===== config.mk =====
export PLATFORM = sky130hd
export DESIGN_NAME = clk_period_meter
export DESIGN_NICKNAME = d
export VERILOG_FILES = /design/src/rtl/clk_period_meter.sv
export SDC_FILE = /design/constraint.sdc
export NUM_CORES = 1
export LEC_CHECK = 0
export CORE_ASPECT_RATIO = 0.9
export CORE_MARGIN = 10
export CORE_UTILIZATION = 50
export DETAILED_ROUTE_END_ITERATION = 8
export PLACE_DENSITY = 0.7
export SLEW_MARGIN = 20
export SYNTH_ARGS = -nofsm -noshare
export SYNTH_HDL_FRONTEND = slang
export SYNTH_SLANG_ARGS = --single-unit

===== constraint.sdc =====
create_clock -name clk -period 3.1 [get_ports clk]
set_input_delay 0.93 -clock clk [delete_from_list [all_inputs] [get_ports clk]]
set_output_delay 0.93 -clock clk [all_outputs]
set_load 0.1 [all_outputs]

===== src/rtl/clk_period_meter.sv =====
// clk_period_meter: measures the period and high time of a slow, asynchronous
// periodic input in fast-clock cycles and flags lock / loss-of-signal.
module clk_period_meter #(
    parameter int CNT_W       = 16,
    parameter int SYNC_STAGES = 2,
    parameter int TOL         = 0
) (
    input  logic             clk,
    input  logic             rst,
    input  logic             meas_in,
    output logic [CNT_W-1:0] period,
    output logic [CNT_W-1:0] high_time,
    output logic             meas_valid,
    output logic             locked,
    output logic             timeout
);

    typedef enum logic [0:0] {
        ST_IDLE = 1'b0,
        ST_RUN  = 1'b1
    } state_t;

    localparam logic [CNT_W-1:0] CNT_MAX = {CNT_W{1'b1}};
    localparam logic [CNT_W-1:0] CNT_ONE = {{(CNT_W-1){1'b0}}, 1'b1};
    localparam logic [CNT_W-1:0] TOL_V   = CNT_W'(TOL);

    // Front end
    logic [SYNC_STAGES-1:0] sync_r;
    logic                   s_d_r;
    logic                   s_s;
    logic                   rise_s;
    logic                   fall_s;

    // Registered state
    state_t           state_r,     state_s;
    logic [CNT_W-1:0] cnt_r,       cnt_s;
    logic [CNT_W-1:0] hcnt_r,      hcnt_s;
    logic [CNT_W-1:0] hi_lat_r,    hi_lat_s;
    logic             fall_seen_r, fall_seen_s;
    logic [CNT_W-1:0] prev_r,      prev_s;
    logic             have_prev_r, have_prev_s;
    logic [CNT_W-1:0] period_r,    period_s;
    logic [CNT_W-1:0] high_time_r, high_time_s;
    logic             valid_r,     valid_s;
    logic             locked_r,    locked_s;
    logic             timeout_r,   timeout_s;

    logic [CNT_W-1:0] diff_s;

    assign s_s    = sync_r[SYNC_STAGES-1];
    assign rise_s = s_s & ~s_d_r;
    assign fall_s = ~s_s & s_d_r;

    // Synchronize meas_in into the clk domain and keep a one-cycle-delayed copy for edge detection
    always_ff @(posedge clk) begin
        if (rst) begin
            sync_r <= {SYNC_STAGES{1'b0}};
            s_d_r  <= 1'b0;
        end else begin
            sync_r <= {sync_r[SYNC_STAGES-2:0], meas_in};
            s_d_r  <= s_s;
        end
    end

    // Absolute difference between the period just ended and the one before it
    always_comb begin
        diff_s = {CNT_W{1'b0}};
        if (cnt_r >= prev_r) begin
            diff_s = cnt_r - prev_r;
        end else begin
            diff_s = prev_r - cnt_r;
        end
    end

    // Next-state and next-output logic of the measurement FSM
    always_comb begin
        state_s     = state_r;
        cnt_s       = cnt_r;
        hcnt_s      = hcnt_r;
        hi_lat_s    = hi_lat_r;
        fall_seen_s = fall_seen_r;
        prev_s      = prev_r;
        have_prev_s = have_prev_r;
        period_s    = period_r;
        high_time_s = high_time_r;
        valid_s     = 1'b0;
        locked_s    = locked_r;
        timeout_s   = timeout_r;

        case (state_r)
            ST_IDLE: begin
                // First edge only opens a measurement window; nothing to report yet.
                if (rise_s) begin
                    state_s     = ST_RUN;
                    cnt_s       = CNT_ONE;
                    hcnt_s      = CNT_ONE;
                    fall_seen_s = 1'b0;
                    have_prev_s = 1'b0;
                    timeout_s   = 1'b0;
                end else begin
                    state_s = ST_IDLE;
                end
            end
            ST_RUN: begin
                if (rise_s) begin
                    // A rise wins over the timeout threshold in the same cycle.
                    period_s    = cnt_r;
                    high_time_s = fall_seen_r ? hi_lat_r : hcnt_r;
                    prev_s      = cnt_r;
                    have_prev_s = 1'b1;
                    valid_s     = 1'b1;
                    timeout_s   = 1'b0;
                    if (have_prev_r && (diff_s <= TOL_V)) begin
                        locked_s = 1'b1;
                    end else begin
                        locked_s = 1'b0;
                    end
                    cnt_s       = CNT_ONE;
                    hcnt_s      = CNT_ONE;
                    fall_seen_s = 1'b0;
                end else if (cnt_r == CNT_MAX) begin
                    // Signal lost: report it and wait for a fresh first edge; never wrap.
                    timeout_s = 1'b1;
                    locked_s  = 1'b0;
                    state_s   = ST_IDLE;
                end else begin
                    cnt_s = cnt_r + CNT_ONE;
                    if (s_s) begin
                        hcnt_s = hcnt_r + CNT_ONE;
                    end else begin
                        hcnt_s = hcnt_r;
                    end
                    if (fall_s) begin
                        hi_lat_s    = hcnt_r;
                        fall_seen_s = 1'b1;
                    end else begin
                        hi_lat_s = hi_lat_r;
                    end
                end
            end
            default: begin
                state_s = ST_IDLE;
            end
        endcase
    end

    // FSM state and measurement registers
    always_ff @(posedge clk) begin
        if (rst) begin
            state_r     <= ST_IDLE;
            cnt_r       <= {CNT_W{1'b0}};
            hcnt_r      <= {CNT_W{1'b0}};
            hi_lat_r    <= {CNT_W{1'b0}};
            fall_seen_r <= 1'b0;
            prev_r      <= {CNT_W{1'b0}};
            have_prev_r <= 1'b0;
            period_r    <= {CNT_W{1'b0}};
            high_time_r <= {CNT_W{1'b0}};
            valid_r     <= 1'b0;
            locked_r    <= 1'b0;
            timeout_r   <= 1'b0;
        end else begin
            state_r     <= state_s;
            cnt_r       <= cnt_s;
            hcnt_r      <= hcnt_s;
            hi_lat_r    <= hi_lat_s;
            fall_seen_r <= fall_seen_s;
            prev_r      <= prev_s;
            have_prev_r <= have_prev_s;
            period_r    <= period_s;
            high_time_r <= high_time_s;
            valid_r     <= valid_s;
            locked_r    <= locked_s;
            timeout_r   <= timeout_s;
        end
    end

    assign period     = period_r;
    assign high_time  = high_time_r;
    assign meas_valid = valid_r;
    assign locked     = locked_r;
    assign timeout    = timeout_r;

endmodule


* After elaboration in Yosys (flattened, before gate mapping)
Index checks and enable logic that the tools add are counted. W data, S select, Z words.
Storage, ports and cells: memories kept 0, logic and storage cells 71, latch bits 0, flip-flop bits (word level) 89, ROM bits 0, input port bits 3, output and inout port bits 35, memory bits (writable) 0
Operators by class: eq/ne operators 7, multiply operators 0, magnitude comparators 2, mux-type cells 27, bitwise gates (word level) 7, $add $sub $neg 4, reduce and logical (&&, ||, !) cells 11, shift-type cells 0, div/mod/pow operators 0
Operators with widths (count):
- $mux W16 | 8
- $pmux W16 S2 | 2
- $add A16 B1 Y16 const B | 2
- $sub A16 B16 Y16 | 2
- $eq A16 B16 Y1 const B | 1
- $ge A16 B16 Y1 | 1
- $le A16 B1 Y1 const B | 1
- $mux W1 | 13
- $reduce_and A2 Y1 | 5
- $ne A3 B3 Y1 const B | 3
- $pmux W1 S2 | 4
- $reduce_and A3 Y1 | 2
- $not A1 Y1 | 5
- $ne A2 B2 Y1 const B | 2
- $reduce_and A4 Y1 | 1
- $ne A3 B2 Y1 const B | 1
- $and A1 B1 Y1 | 2
- $reduce_bool A2 Y1 | 1
- $reduce_or A2 Y1 | 1
- $logic_and A1 B1 Y1 | 1

* Logic depth before layout (Yosys ltp)
Gate-level depths: netlist of run 1.
depth after elaboration 6, depth in mapped cells 12, gate-level depth less buffers 11

* Worst setup path before layout of run 1
No wires, ideal clock.
kind register to register, start register, netlist name period[4], end register locked_r, in the netlist locked, clock period less this slack 3289 ps, library setup time 67 ps, path slack -189 ps, required time 3033 ps, stages on the path, launching flop included 13, path buffers 1, arrival 3222 ps, path through dfxtp_1 > inv_1 > ha_1 > buf_6 > a21o_1 > or2_1 > o21a_1 > o21ai_2 > nand3_4 > a2111oi_4 > a31oi_1 > o41a_1 > o21ai_2
RTL lines:
- end signal: assignment | line 173 | locked_r <= locked_s;
- end: declaration | line 45 | logic locked_r, locked_s;

==> results.cfg, run 1 <==
[place]
io_buffer_count = 37
place.gp.congestion = 0.980
dpl.hpwl_mm = 9.65
place_area_mm2 = 0.00559

[worst_hold_path]
hold_path.class = flip-flop to flip-flop

[drt]
ant_nets = 0
drc = 0
wl_per_cell_um = 16.1
drt-total-wl_mm = 13.1
drtPass1Iterations = 4
viasPerCell = 5.64
num_vias = 4609
drtIter0Drc = 328

[setup_path]
cp-start-kind = flip-flop
end_kind = flip-flop
cp_cell_sequence = inv_1 -> ha_1 -> nor2b_1 -> o21ai_0 -> nand3b_1 -> o21ai_0 -> o211ai_1 -> xnor2_1 -> nand4_1 -> o41a_1 -> o21ai_2
crit_top_cell = o21ai_0
slowest_stage = o41a_1
critPathArrivalTime_ps = 3190
critical_path_class = flip-flop to flip-flop
critPathMaxStageDelay_ps = 460
required_ps = 3380
crit_path_max_fanout = 4

[clocking]
insertion_delay_ps = 340
cts_sinks = 89
ctsHoldBuffers = 0
cts_setup_buffers = 0
cts_tree = yes
cts-buffers-inserted = 9
clockBufferDepth = 2
h-tree-depth = 3
clk_pin_slew_worst_paths_ps = 70
cts_root_buf = clkbuf_16

[finish]
drive_above_1_share_pct = 13.1
fin_nets = 721
syn_to_final_growth_pct = 13.3
final_common_cell = nand2_1
final_cell_mix = 93 x nand2_1, 78 x dfxtp_1, 74 x nor2_1
final_cell_area_mm2 = 0.00588
diodes = 0

[synthesis]
ys_warn_count = 0
avgSynthCellArea_um2 = 7.88
syn_inst = 659
synth-seq-area-share_pct = 34.3
synth.cell_area_mm2 = 0.00519
synthesis.nets = 697
synth_edf_count = 0
synth_flop_cell = dfxtp_1
ys_types = 61
ys_ff_latch = 89
synth-async-reset-ratio_pct = 0

[power]
ir_drop_uv = 347
cellLeakagePower_nw = 2.24
p_per_area_mw_per_mm2 = 402

[floorplanning]
die_width_um = 127
coreArea_mm2 = 0.0102
ios = 38
rows = 35
floorplan.die.height_um = 117
die_area_mm2 = 0.0149
initial_core_util_pct = 50.9

[global_route]
grt_pass1_wl_mm = 21.6
antenna_found_initial = 0
grt_pass1_vias = 4415
grtUsageTotal_pct = 17.7
grt_overflow = 0
grt_max_degree = 61

[timing]
max_freq_mhz = 344
rsz0062_at_grt = false
fin_crit_ps = 2910
final_max_slew_viol_count = 0
tightestPinTransition_ps = 1040
min_period_over_period_pct = 93.7
final.setup_skew_ps = 8.00
slew_headroom_pct = 30.6
hold_violations = 0
finalSetupViolations = 0
tns_ps = 0

[run]
cap_violations = 0

[outcome]
status = completed
synth_stat cells (6+ instances only):
library cell | number | area, um^2
nand2_1 | 93 | 349
dfxtp_1 | 89 | 1780
nor2_1 | 74 | 278
a21oi_1 | 64 | 320
inv_1 | 45 | 169
ha_1 | 35 | 438
clkbuf_1 | 26 | 97.6
xnor2_1 | 22 | 193
a211oi_1 | 20 | 150
o21ai_0 | 20 | 100
mux2i_1 | 18 | 180
nand3_1 | 16 | 80.1
nand4_1 | 15 | 93.8
xor2_1 | 13 | 114
buf_2 | 9 | 45.0
nor3_1 | 8 | 40.0
a21o_1 | 7 | 52.6
nor2b_1 | 6 | 37.5
nor4_1 | 6 | 37.5
metal layers:
layer / part of all wire, % / track usage (%)
met1: 49 / 23.4
met2: 44 / 27.6
met3: 4.7 / 3.95
met4: 2.0 / 6.29
met5: 0 / 0
cell type report:
class / count / area (um^2)
inverters: 45 / 169
clock inverters: 7 / 60.1
repair buffers: 49 / 380
flip-flops and latches: 89 / 1800
multi-input cells: 489 / 3090
fillers: 958 / 4320
clock buffers: 9 / 225
well taps: 129 / 161
final timing paths:
check | from | endpoint | slack [ps] | cells past startpoint
setup / recovery | period[1]$_SDFFE_PP0P_ | locked$_SDFFE_PP0P_ | 190 | 11
hold / removal | hi_lat_r[7]$_SDFFE_PP0P_ | hi_lat_r[7]$_SDFFE_PP0P_ | 450 | 2
setup reg to reg | period[1]$_SDFFE_PP0P_ | locked$_SDFFE_PP0P_ | 190 | 11
hold reg to reg | hi_lat_r[7]$_SDFFE_PP0P_ | hi_lat_r[7]$_SDFFE_PP0P_ | 450 | 2
registers in the layout (all words and copies together) (netlist names), 2 cells and up:
register / flops
cnt_r: 16
hcnt_r: 16
hi_lat_r: 16
high_time: 16
period: 16
sync_r: 2
worst max-delay path: cells and delay by family (launching register included):
kind | cells | cell delay [ps]
fa+ha+maj | 1 | 340
flops | 1 | 360
simple gates | 3 | 500
buf+inv | 1 | 50
xor+xnor | 1 | 210
compound gates | 5 | 1400
timing repair:
action                                  CTS  global route
hold endpoints to repair                  0             0
endpoints found under the setup margin    0             1
gates resized for setup                   0             2
cell families (layout without fill, tap and decap cells):
family	count (synthesis)	after routing	synth area share [%]
and+or+nand+nor	253	253	22.9
xor gates and xnor gates	35	35	5.91
adders and majority gates	35	35	8.44
DFF	89	89	34.3
muxes	18	18	3.47
buffers and inverters	81	110	6.22
AOI/OAI and AO/OA	148	148	18.7
per-stage QoR:
| stage | std cells | hold slack (ps) | power [mW] | util [%] | setup slack, ps |
|---|---|---|---|---|---|
| after floorplan | 659 | 414 | 1.29 | - | 34.2 |
| after global placement | 801 | 428 | 1.33 | 54.8 | 315 |
| after detailed placement | 801 | 441 | 1.33 | 54.8 | 276 |
| after CTS | 817 | 457 | 2.39 | 57.6 | 231 |
| after global routing | 817 | 466 | 2.45 | 57.6 | 47.2 |
| final | 817 | 453 | 2.36 | 57.6 | 194 |
power breakdown:
part           internal, mW  leakage (nW)  total [mW]  switching [mW]
registers              1.15         0.724        1.16         0.00927
clock network         0.561         0.143        1.06           0.500
logic                0.0476          1.37       0.143          0.0951
No activity file was read; power rests on OpenSTA's default activity.
==> run 2, diff against run 1 <==
Clock period 3.1 ns to 3.64 ns, I/O delays scaled along.
==> run 2 against run 1 <==
  * Critical path type unchanged
  * Global-route usage shrank 0.39 points
  * Design area shrank 1.6%
  * Via count shrank 1.2%
  * Largest power group unchanged
  * Maximum frequency shrank 1.9%
  * Flip-flop and latch count is the same
  * Final cell count shrank 1.1%
  * Combinational power shrank 19%
  * Routed wire length shrank 2.3%
  * First-iteration DRC count grew 19%
  * Worst setup slack gained 480 ps
  * Register-to-register slack gained 480 ps
==> results.cfg, run 2 (same netlist as run 1, synthesis figures left out) <==
[outcome]
status = completed

[timing]
fin_crit_ps = 2960
hold_violations = 0
final_max_slew_viol_count = 0
rsz0062_at_grt = false
tns_ps = 0
slew_headroom_pct = 30.1
hold_ws_ps = 448
max_freq_mhz = 338
tightestPinTransition_ps = 1050
min_period_over_period_pct = 81.4
finalSetupViolations = 0
final.setup_skew_ps = 8.47

[place]
dpl.hpwl_mm = 9.44
place.gp.congestion = 0.951
io_buffer_count = 37

[floorplanning]
coreArea_mm2 = 0.0102
ios = 38
die_area_mm2 = 0.0149
die_width_um = 127
floorplan.die.height_um = 117
initial_core_util_pct = 50.9
rows = 35

[finish]
diodes = 0
final_common_cell = nand2_1
syn_to_final_growth_pct = 11.5
final_cell_mix = 93 x nand2_1, 89 x dfxtp_1, 74 x nor2_1
drive_above_1_share_pct = 9.87
fin_nets = 712
fill_cells = 943

[clocking]
cts_root_buf = clkbuf_16
ctsHoldBuffers = 0
cts-buffers-inserted = 9
insertion_delay_ps = 340
cts_tree = yes
cts_setup_buffers = 0
clk_pin_slew_worst_paths_ps = 60
clockBufferDepth = 2
h-tree-depth = 3
cts_sinks = 89
cts_resized = 0

[global_route]
grt_pass1_vias = 4286
grt_pass1_wl_mm = 21.3
grtUsageTotal_pct = 17.3
grt_overflow = 0
grt_use_met2_pct = 27.0
met1_usage_pct = 24.1
top_usage_layer = met2
antenna_found_initial = 0
grt_max_degree = 61
gr-usage-met3_pct = 2.77

[setup_path]
critPathMaxStageDelay_ps = 480
r2r_cells = 11
slowest_stage = a2111oi_0
critPathArrivalTime_ps = 3240
cp_cell_sequence = inv_1 -> ha_1 -> nand2b_1 -> a2111oi_0 -> nor4_1 -> o21bai_1 -> a211oi_1 -> nor4_1 -> a31oi_1 -> o41a_1 -> o21ai_2
crit_top_cell = nor4_1
required_ps = 3920
end_kind = flip-flop
cp-start-kind = flip-flop
crit_path_max_fanout = 4
critical_path_class = flip-flop to flip-flop

[worst_hold_path]
holdPathStages = 1
hold_path.class = flip-flop to flip-flop

[power]
p_per_area_mw_per_mm2 = 349
ir_drop_uv = 315
cellLeakagePower_nw = 2.17

[drt]
num_vias = 4554
wl_per_cell_um = 15.9
drtIter0Drc = 391
viasPerCell = 5.64
drt-total-wl_mm = 12.8
ant_nets = 0
drtPass1Iterations = 5
drc = 0

[run]
cap_violations = 0
-- run 2: changes by cell type in the layout (fill, tap and decap cells not counted), moves of 2 or more --
| cell | change |
|---|---|
| dfxtp_1 | +11 |
| inv_6 | -4 |
| clkbuf_1 | +2 |
| dfxtp_2 | -11 |
| buf_4 | -8 |
-- run 2: metrics by stage --
| step | instance area [um^2] | instances | utilization, % | setup WS [ps] | total power [mW] |
|---|---|---|---|---|---|
| final | 5790 | 808 | 56.7 | 679 | 2.02 |
| after global routing | 5790 | 808 | 56.7 | 404 | 2.08 |
| after CTS | 5790 | 808 | 56.7 | 691 | 2.03 |
| after detailed placement | 5500 | 792 | 53.9 | 713 | 1.13 |
| after global placement | 5500 | 792 | 53.9 | 737 | 1.13 |
| after floorplan | 5190 | 659 | - | 351 | 1.10 |
-- run 2: area by class of cell --
| cell class | instances | area, um^2 | share of cell area [%] |
|---|---|---|---|
| Tap cell | 129 | 161 | 2.79 |
| Clock buffer | 11 | 233 | 4.02 |
| Clock inverter | 5 | 56.3 | 0.973 |
| Multi-Input combinational cell | 489 | 3090 | 53.3 |
| Inverter | 45 | 169 | 2.92 |
| Timing Repair Buffer | 40 | 300 | 5.19 |
| Sequential cell | 89 | 1780 | 30.8 |
-- run 2: worst paths after layout --
path / start / endpoint / slack, ps
worst max-delay path: period[0]$_SDFFE_PP0P_ / locked$_SDFFE_PP0P_ / 680
worst max register to register: period[0]$_SDFFE_PP0P_ / locked$_SDFFE_PP0P_ / 680
worst min-delay path: sync_r[0]$_SDFF_PP0_ / sync_r[1]$_SDFF_PP0_ / 450
worst min register to register: sync_r[0]$_SDFF_PP0_ / sync_r[1]$_SDFF_PP0_ / 450
-- run 2: layer usage --
metal	vias up	share of wire [%]
met5	-	0
met4	0	0.59
met3	7	3.9
met2	99	46
met1	2153	49
li1	2295	-
-- run 2: worst max-delay path: cells and delay by family, from the launching register on --
family                   cells  cell delay (ps)
adder cells (fa/ha/maj)      1              300
buffers and inverters        1               60
AND/OR/NAND/NOR              3              630
AO/OA/AOI/OAI                6             1550
flip-flops                   1              370
-- run 2: report_power, final --
group          internal, mW  switching (mW)
registers             0.981         0.00818
logic                0.0384          0.0774
clock network         0.532           0.381
